[src/rtl/counter_bank_pkg.sv]
// counter_bank_pkg: shared constants and helpers for the counter bank.
//   DEFAULT_WIDTH    - default counter width in bits
//   DEFAULT_CHANNELS - default number of independent counters
//   RD_SEL_W         - width of the read channel select
//   chan_op_e        - per-edge action taken by one channel
//   chan_op()        - resolves clear/enable priority into a chan_op_e
package counter_bank_pkg;

  localparam int unsigned DEFAULT_WIDTH    = 32;
  localparam int unsigned DEFAULT_CHANNELS = 4;
  localparam int unsigned RD_SEL_W         = 4;

  typedef enum logic [1:0] {
    CHAN_HOLD  = 2'd0,
    CHAN_CLEAR = 2'd1,
    CHAN_INC   = 2'd2
  } chan_op_e;

  // Clear beats enable, so clear+enable in one cycle lands on zero.
  function automatic chan_op_e chan_op(input logic clear, input logic enable);
    if (clear)       return CHAN_CLEAR;
    else if (enable) return CHAN_INC;
    else             return CHAN_HOLD;
  endfunction

endpackage

[src/rtl/counter_chan.sv]
// counter_chan: one wrapping counter with a sticky overflow flag.
// Ports:
//   clk_in         - clock, rising edge
//   reset          - synchronous active-high reset (count and flag to 0)
//   enable         - increment this cycle
//   clear          - zero the count (flag untouched), wins over enable
//   clear_overflow - clear the sticky flag (count untouched)
//   count          - live count
//   overflow       - sticky wrap flag
module counter_chan
  import counter_bank_pkg::*;
#(
  parameter int unsigned WIDTH = DEFAULT_WIDTH
) (
  input  logic             clk_in,
  input  logic             reset,
  input  logic             enable,
  input  logic             clear,
  input  logic             clear_overflow,
  output logic [WIDTH-1:0] count,
  output logic             overflow
);

  logic [WIDTH-1:0] count_q, count_d;
  logic             overflow_q, overflow_d;
  chan_op_e         op;

  always_comb begin
    op         = chan_op(clear, enable);
    count_d    = count_q;
    overflow_d = overflow_q;
    // Flag clear is applied first so a wrap on the same edge re-sets it.
    if (clear_overflow) overflow_d = 1'b0;
    unique case (op)
      CHAN_CLEAR: count_d = '0;
      CHAN_INC: begin
        count_d = count_q + WIDTH'(1);
        if (count_q == '1) overflow_d = 1'b1;
      end
      default: ;
    endcase
  end

  always_ff @(posedge clk_in) begin
    if (reset) begin
      count_q    <= '0;
      overflow_q <= 1'b0;
    end else begin
      count_q    <= count_d;
      overflow_q <= overflow_d;
    end
  end

  assign count    = count_q;
  assign overflow = overflow_q;

endmodule

[src/rtl/counter_bank.sv]
// counter_bank: bank of CHANNELS independent WIDTH-bit counters with a
// one-cycle-latency registered read port.
// Optional feature macro: COUNTER_BANK_SNAPSHOT_EN adds the snapshot input and
// shadow registers; reads then return shadow values instead of live counts.
// Ports:
//   clk_in, reset        - clock (rising edge), synchronous active-high reset
//   enable/clear/clear_overflow [CHANNELS] - per-channel controls
//   snapshot             - copy all live counts into shadows (macro only)
//   rd_req, rd_sel       - read request and channel index
//   count [CHANNELS*WIDTH] - live counts, channel i at [i*WIDTH +: WIDTH]
//   overflow [CHANNELS]  - sticky wrap flags
//   rd_data, rd_valid    - registered read result and one-cycle qualifier
module counter_bank
  import counter_bank_pkg::*;
#(
  parameter int unsigned WIDTH    = DEFAULT_WIDTH,
  parameter int unsigned CHANNELS = DEFAULT_CHANNELS
) (
  input  logic                      clk_in,
  input  logic                      reset,
  input  logic [CHANNELS-1:0]       enable,
  input  logic [CHANNELS-1:0]       clear,
  input  logic [CHANNELS-1:0]       clear_overflow,
`ifdef COUNTER_BANK_SNAPSHOT_EN
  input  logic                      snapshot,
`endif
  input  logic                      rd_req,
  input  logic [RD_SEL_W-1:0]       rd_sel,
  output logic [CHANNELS*WIDTH-1:0] count,
  output logic [CHANNELS-1:0]       overflow,
  output logic [WIDTH-1:0]          rd_data,
  output logic                      rd_valid
);

  for (genvar g = 0; g < CHANNELS; g++) begin : g_chan
    counter_chan #(
      .WIDTH(WIDTH)
    ) u_chan (
      .clk_in        (clk_in),
      .reset         (reset),
      .enable        (enable[g]),
      .clear         (clear[g]),
      .clear_overflow(clear_overflow[g]),
      .count         (count[g*WIDTH +: WIDTH]),
      .overflow      (overflow[g])
    );
  end

  logic [WIDTH-1:0] rd_src [CHANNELS];

`ifdef COUNTER_BANK_SNAPSHOT_EN
  logic [WIDTH-1:0] shadow_q [CHANNELS];
  logic [WIDTH-1:0] shadow_d [CHANNELS];

  always_comb begin
    for (int unsigned i = 0; i < CHANNELS; i++) begin
      shadow_d[i] = snapshot ? count[i*WIDTH +: WIDTH] : shadow_q[i];
      // Reads see the pre-edge shadow, so a same-edge snapshot is only
      // visible from the following request.
      rd_src[i]   = shadow_q[i];
    end
  end

  always_ff @(posedge clk_in) begin
    for (int unsigned i = 0; i < CHANNELS; i++) begin
      if (reset) shadow_q[i] <= '0;
      else       shadow_q[i] <= shadow_d[i];
    end
  end
`else
  always_comb begin
    for (int unsigned i = 0; i < CHANNELS; i++) begin
      rd_src[i] = count[i*WIDTH +: WIDTH];
    end
  end
`endif

  logic [WIDTH-1:0] rd_mux;
  logic [WIDTH-1:0] rd_data_q, rd_data_d;
  logic             rd_valid_q, rd_valid_d;

  // Out-of-range selects fall through to zero.
  always_comb begin
    rd_mux = '0;
    for (int unsigned i = 0; i < CHANNELS; i++) begin
      if (rd_sel == RD_SEL_W'(i)) rd_mux = rd_src[i];
    end
    rd_valid_d = rd_req;
    rd_data_d  = rd_req ? rd_mux : rd_data_q;
  end

  always_ff @(posedge clk_in) begin
    if (reset) begin
      rd_valid_q <= 1'b0;
      rd_data_q  <= '0;
    end else begin
      rd_valid_q <= rd_valid_d;
      rd_data_q  <= rd_data_d;
    end
  end

  assign rd_valid = rd_valid_q;
  assign rd_data  = rd_data_q;

endmodule

[config.mk]
export PLATFORM = sky130hd
export DESIGN_NAME = counter_bank
export DESIGN_NICKNAME = d
export VERILOG_FILES = /design/src/rtl/counter_bank_pkg.sv /design/src/rtl/counter_chan.sv /design/src/rtl/counter_bank.sv
export SDC_FILE = /design/constraint.sdc
export NUM_CORES = 1
export LEC_CHECK = 0
export ABC_CLOCK_PERIOD_IN_PS = 4400
export CORE_MARGIN = 3
export CORE_UTILIZATION = 25
export CTS_CLUSTER_SIZE = 14
export DETAILED_ROUTE_END_ITERATION = 6
export GPL_TIMING_DRIVEN = 0
export SLEW_MARGIN = 5
export SYNTH_ARGS = -nofsm -noshare
export SYNTH_HDL_FRONTEND = slang
export SYNTH_SLANG_ARGS = --single-unit
[constraint.sdc]
create_clock -name clk_in -period 4.4 [get_ports clk_in]
set_input_delay 1.32 -clock clk_in [delete_from_list [all_inputs] [get_ports clk_in]]
set_output_delay 1.32 -clock clk_in [all_outputs]
set_load 0.01 [all_outputs]
Word level (Yosys, flattened, before mapping)
Cells that the tools add are included.

Bits in registers: 165. Output and inout bits: 165.

Reduce and logical (&&, ||, !) cells: 5. Equality and inequality tests: 15. Multiplexer cells: 28. Add/subtract/negate cells: 4.

Operators by type and width (count): one-hot mux 32 bit (2 select lines) (4); adder 32 x 1 -> 32 bit (second input constant) (4); == test 32 bit (second input constant) (4); two-way mux 32 bit (4); two-way mux 2 bit (8); two-way mux 1 bit (12); == test 2 x 1 -> 1 bit (second input constant) (4); == test 2 bit (second input constant) (4); == test 4 x 2 -> 1 bit (second input constant) (2); nonzero test 2 bit (4); == test 4 x 1 -> 1 bit (second input constant) (1); zero test 4 bit (1).

Depth between registers and ports, before layout
Depth in word-level cells: 5. Depth in mapped cells: 7.

Cells and area by module
From an unflattened synthesis, not the netlist that was laid out.

Cells, all modules: 959. Area, all modules: 8301.7 um2.

By module, submodules not included: counter_chan (g_chan[1].u_chan ...) (seq. area each 660.6 um2, area each 1547.7 um2, instances 3, cells each 176); counter_bank (seq. area each 660.6 um2, area each 2093.3 um2, instances 1, cells each 255); counter_chan (g_chan[0].u_chan) (seq. area each 660.6 um2, area each 1565.3 um2, instances 1, cells each 176).

Worst setup path before layout
OpenSTA, ideal clock, no wires.

Kind: input -> register. Start: input enable[1]. End: register g_chan[1].u_chan.count_q[30]. Setup slack: 1.392 ns. Library setup time: 0.071 ns. Data arrival time: 2.938 ns. Stages on the path: 6. Path through: buf_2 -> nand3_2 -> or4_1 -> buf_2 -> or4_1 -> a21oi_1.

Longest elaborated chain between the ends: 4. Elaborated cells on any way between the ends: 6. Those cells by class: eq/ne: 2; mux: 3; reduce/logical: 1.

Ends and longest elaborated chain: start, declared (RTL line counter_bank.sv:21) `input logic [CHANNELS-1:0] enable,`; two-way mux 2 bit * (RTL line counter_bank_pkg.sv:22) `else if (enable) return CHAN_INC;`; two-way mux 2 bit * (RTL line counter_bank_pkg.sv:21) `if (clear) return CHAN_CLEAR;`; == test 2 bit or == test 2 x 1 -> 1 bit (tied branches) (RTL line counter_chan.sv:34) `unique case (op)`; one-hot mux 32 bit (2 select lines) or nonzero test 2 bit (tied branches); end signal, assigned (RTL line counter_chan.sv:49) `count_q <= count_d;`; end, declared (RTL line counter_chan.sv:24) `logic [WIDTH-1:0] count_q, count_d;`.

Every way passes the cells marked *; elsewhere a longest branch is shown, timed or not. A chain may end at the register's enable or synchronous reset.

Final worst setup path
Start: input rd_sel[3]. End: register rd_data_q[0], in the netlist rd_data[0].

Longest elaborated chain between the ends: 5. Elaborated cells on any way between the ends: 8. Those cells by class: eq/ne: 3; mux: 4; reduce/logical: 1.

Ends and longest elaborated chain: start, declared (RTL line counter_bank.sv:28) `input logic [RD_SEL_W-1:0] rd_sel,`; zero test 4 bit (RTL line counter_bank.sv:86) `if (rd_sel == RD_SEL_W'(i)) rd_mux = rd_src[i];`; two-way mux 32 bit (3 in series) (RTL line counter_bank.sv:86); two-way mux 32 bit * (RTL line counter_bank.sv:86); end signal, assigned (RTL line counter_bank.sv:98) `rd_data_q <= rd_data_d;`; end, declared (RTL line counter_bank.sv:79) `logic [WIDTH-1:0] rd_data_q, rd_data_d;`.

Marked as above.

==> results.md <==
* Peak VDD IR at 252 uV
* Share of power burned in registers at 0.479
* Max-slew violations at 0
* HP Class: flip-flop to flip-flop
* Mapped Cells at 936
* Site row count at 64
* DR pass1 iterations at 5
* TNS Setup at 0 ns
* Area Growth Syn to Fin at 36.4%
* Status: finished clean
* Placer Congestion at 0.862
* Seq/Total Area, Yosys at 0.416
* GRT Total Usage at 0.181
* Max Cap Viol at 0
* Worst r2r src: g_chan[2].u_chan.count[1]
* Setup CP Type: input pin to flip-flop
* Root Buffer: clkbuf_16
* Die H at 184 um
* Hold path start: g_chan[1].u_chan.overflow
* Deepest clock path buffer count at 2
* Pin count of the biggest net entering global routing at 17
* Hold Vio Cnt, Final at 0
* Setup crit end kind: flip-flop
* Die area at 33900 sq um
* Max incr delay on CP at 1.08 ns
* CP cell instances: clkdlybuf4s50_1 > nor4_1 > clkbuf_1 > a22oi_1 > a311oi_1
* Global-route wire length before repair at 46900 um
* Worst Path Buf+Inv at 2
* Skew final at 0.00930 ns
* Syn Std Cell Area at 7940 sq um
* Routed wire length at 31500 um
* I/O pins at 184
* Uppermost layer routed: met4
* Tot Pwr at 3.20 mW
* Met2 routed WL at 13400 um
* Pint at 2.42 mW
* Critical path arrival at 4.05 ns
* RR Endpoint: g_chan[2].u_chan.count[18]
* Sink Count at 165
* DRC viols at 0
* H-tree depth at 4
* Ys Warns at 0
* Count of final setup violators at 0
* Final min period at 3.72 ns
* Top Family by Delay on Critical Path: buffers and inverters
* Met1 wire length at 15000 um
* Port bufs at 180
* Postcts setup bufs at 0
* R2R cell count at 6
* Hold Buf Count CTS at 0
* Post-DRT Antenna Nets at 0
* CP Max Fanout at 10
* Fraction of final layout cells sized beyond drive strength 1 at 0.0488
* Logic pwr share at 0.051
* Hold worst-path end: g_chan[1].u_chan.overflow
* Final net count at 1159
* Avg Vias per Cell at 5.48
* Routed via count at 8466
* Worst slew pin tran at 1.25 ns
* Core area at 30900 sq um
* Post-CTS Resized at 0
* Worst R2R Setup Slack at 1.75 ns
* Critical Path Start Type: input pin
* Setup repair after global routing missed its margin: false
* GR Overflow Total at 0
* Max_slew headroom at 0.156
* Worst-path clk slew at 0.07 ns
* Initial core utilization at 0.257
* WL/cell at 20.4 um
* Worst-skew pair later-pin latency at 0.44 ns
* LEAKAGE at 3.17 nW
* Worst hold path stage count at 1
* Cts bufs inserted at 17
* Post-synth cell types at 43
* Fmax at 0.269 GHz
* Hpwl dp at 24300 um
* Initial DRC Count at 859
* Avg Synthesized Cell Area at 8.48 sq um
* CTS tree: yes
* Initial antenna violation count at 0
* P per Cell Area at 295 nW/um^2
* Met3 WL at 2460 um
* Syn Nets at 959
* FILL cells at 3251
* Sw frac at 0.244
* Worst setup margin at 0.676 ns
* Number of global-route vias before repair at 7732
* P_sw at 0.778 mW
* Number of synthesized register bits at 165
* CP max stage cell: nor4_1
* Crit path depth at 5
* Die width at 184 um
* CP required at 4.72 ns
* Antenna Diode Count at 0
* Placement Setup Slack at 0.283 ns
* Clock share of power at 0.470
* Fin crit share at 0.846
[cell usage in the layout, fill, tap and decap left out, types with 17 or more instances in the layout]
cell and n:
clkbuf_1 53, or3_1 25, a21oi_1 62, nor2_1 103, nand3_1 40, clkdlybuf4s50_1 180
o31ai_1 42, clkbuf_16 17, nand2_1 56, nor4_1 19, o21ai_0 21, a311oi_1 32
xor2_1 18, dfxtp_1 165, a22oi_1 64, or4_1 49, nand4_1 39, xnor2_1 29
[stage by stage]
stage | util | instance area [sq um] | cells | hold slack, ns
4_1_cts | 0.351 | 10800 | 1544 | 0.460
5_1_grt | 0.351 | 10800 | 1544 | 0.467
3_5_place_dp | 0.332 | 10300 | 1513 | 0.444
3_3_place_gp | 0.331 | 10200 | 1512 | 0.437
6_report | 0.351 | 10800 | 1544 | 0.457
2_1_floorplan | - | 7940 | 936 | 0.426
[how the worst max path moves through the flow]
| stage | slack, ns | end | start |
|---|---|---|---|
| 2_1_floorplan | 1.39 | g_chan[1].u_chan.count[30] | enable[1] |
| 3_3_place_gp | 0.09 | rd_data[2] | rd_sel[3] |
| 3_5_place_dp | 0.28 | rd_data[29] | rd_sel[3] |
| 4_1_cts | 0.74 | rd_data[0] | rd_sel[3] |
| 5_1_grt | 0.64 | rd_data[31] | rd_sel[3] |
| 6_report | 0.68 | rd_data[0] | rd_sel[3] |
[area by class of cell]
type / instances / area [sq um] / share of cell area
multi-input cells: 687 / 4300 / 0.396
flip-flops and latches: 165 / 3300 / 0.305
repair buffers: 181 / 1810 / 0.167
well taps: 396 / 495 / 0.0457
clock buffers: 21 / 480 / 0.0443
plain buffers: 70 / 302 / 0.0278
clock inverters: 10 / 96.3 / 0.00889
inverters: 14 / 52.6 / 0.00485
[synthesized netlist by cell type (all sizes together)]
library cell  count  area share
dfxtp           165        0.42
nor2            103       0.049
a22oi            64       0.061
a21oi            62       0.039
nand2            56       0.026
clkbuf           54       0.026
or4              49       0.046
o31ai            42       0.040
nand3            41       0.026
nand4            40       0.032
a311oi           32       0.035
xnor2            29       0.032
or3              25       0.020
o21ai            22       0.014
nor4             20       0.017
xor2             18       0.020
buf              16       0.012
and4             14       0.015
inv              14      0.0066
nor3             13      0.0082
and3             11      0.0087
mux2i             8       0.010
a31oi             7      0.0055
a41o              7      0.0088
or2               5      0.0039
ha                4      0.0063
o311ai            3      0.0033
a21o              2      0.0019
nor4b             2      0.0022
o21a              2      0.0019
o41ai             2      0.0022
and2              1     0.00079
nor2b             1     0.00079
nor4bb            1      0.0013
or4b              1      0.0013
[power groups by stage]
stage,Sequential [mW],Combinational (mW),Clock (mW)
after floorplan,1.56,0.0690,0
after global placement,1.56,0.158,0
after detailed placement,1.56,0.162,0
after CTS,1.53,0.163,1.53
after global routing,1.53,0.178,1.59
final,1.53,0.164,1.50
[kinds of logic after synthesis]
| group | Yosys count | synth area share |
|---|---|---|
| buffers and inverters | 84 | 0.0446 |
| AOI/OAI and AO/OA | 245 | 0.212 |
| adders and majority gates | 4 | 0.00630 |
| DFF | 165 | 0.416 |
| and+or+nand+nor | 383 | 0.259 |
| xor gates and xnor gates | 47 | 0.0518 |
| muxes | 8 | 0.0101 |
[routing by layer]
layer,GRT usage,vias up
met4,0.0581,0
li1,-,4005
met1,0.270,4063
met5,0,-
met3,0.0373,35
met2,0.259,363
[worst reg2reg max path, delay by kind of cell (launching register included)]
family / cells / cell delay, ns
AO/OA/AOI/OAI: 1 / 0.14
adder cells (fa/ha/maj): 1 / 0.34
buffers and inverters: 1 / 0.21
flip-flops: 1 / 0.56
AND/OR/NAND/NOR: 3 / 1.33
[registers in the layout (all words and copies together), names as in the netlist]
signal                  flops
g_chan.u_chan.count       128
rd_data                    32
g_chan.u_chan.overflow      4
rd_valid                    1
No activity file was read; power rests on OpenSTA's default activity.
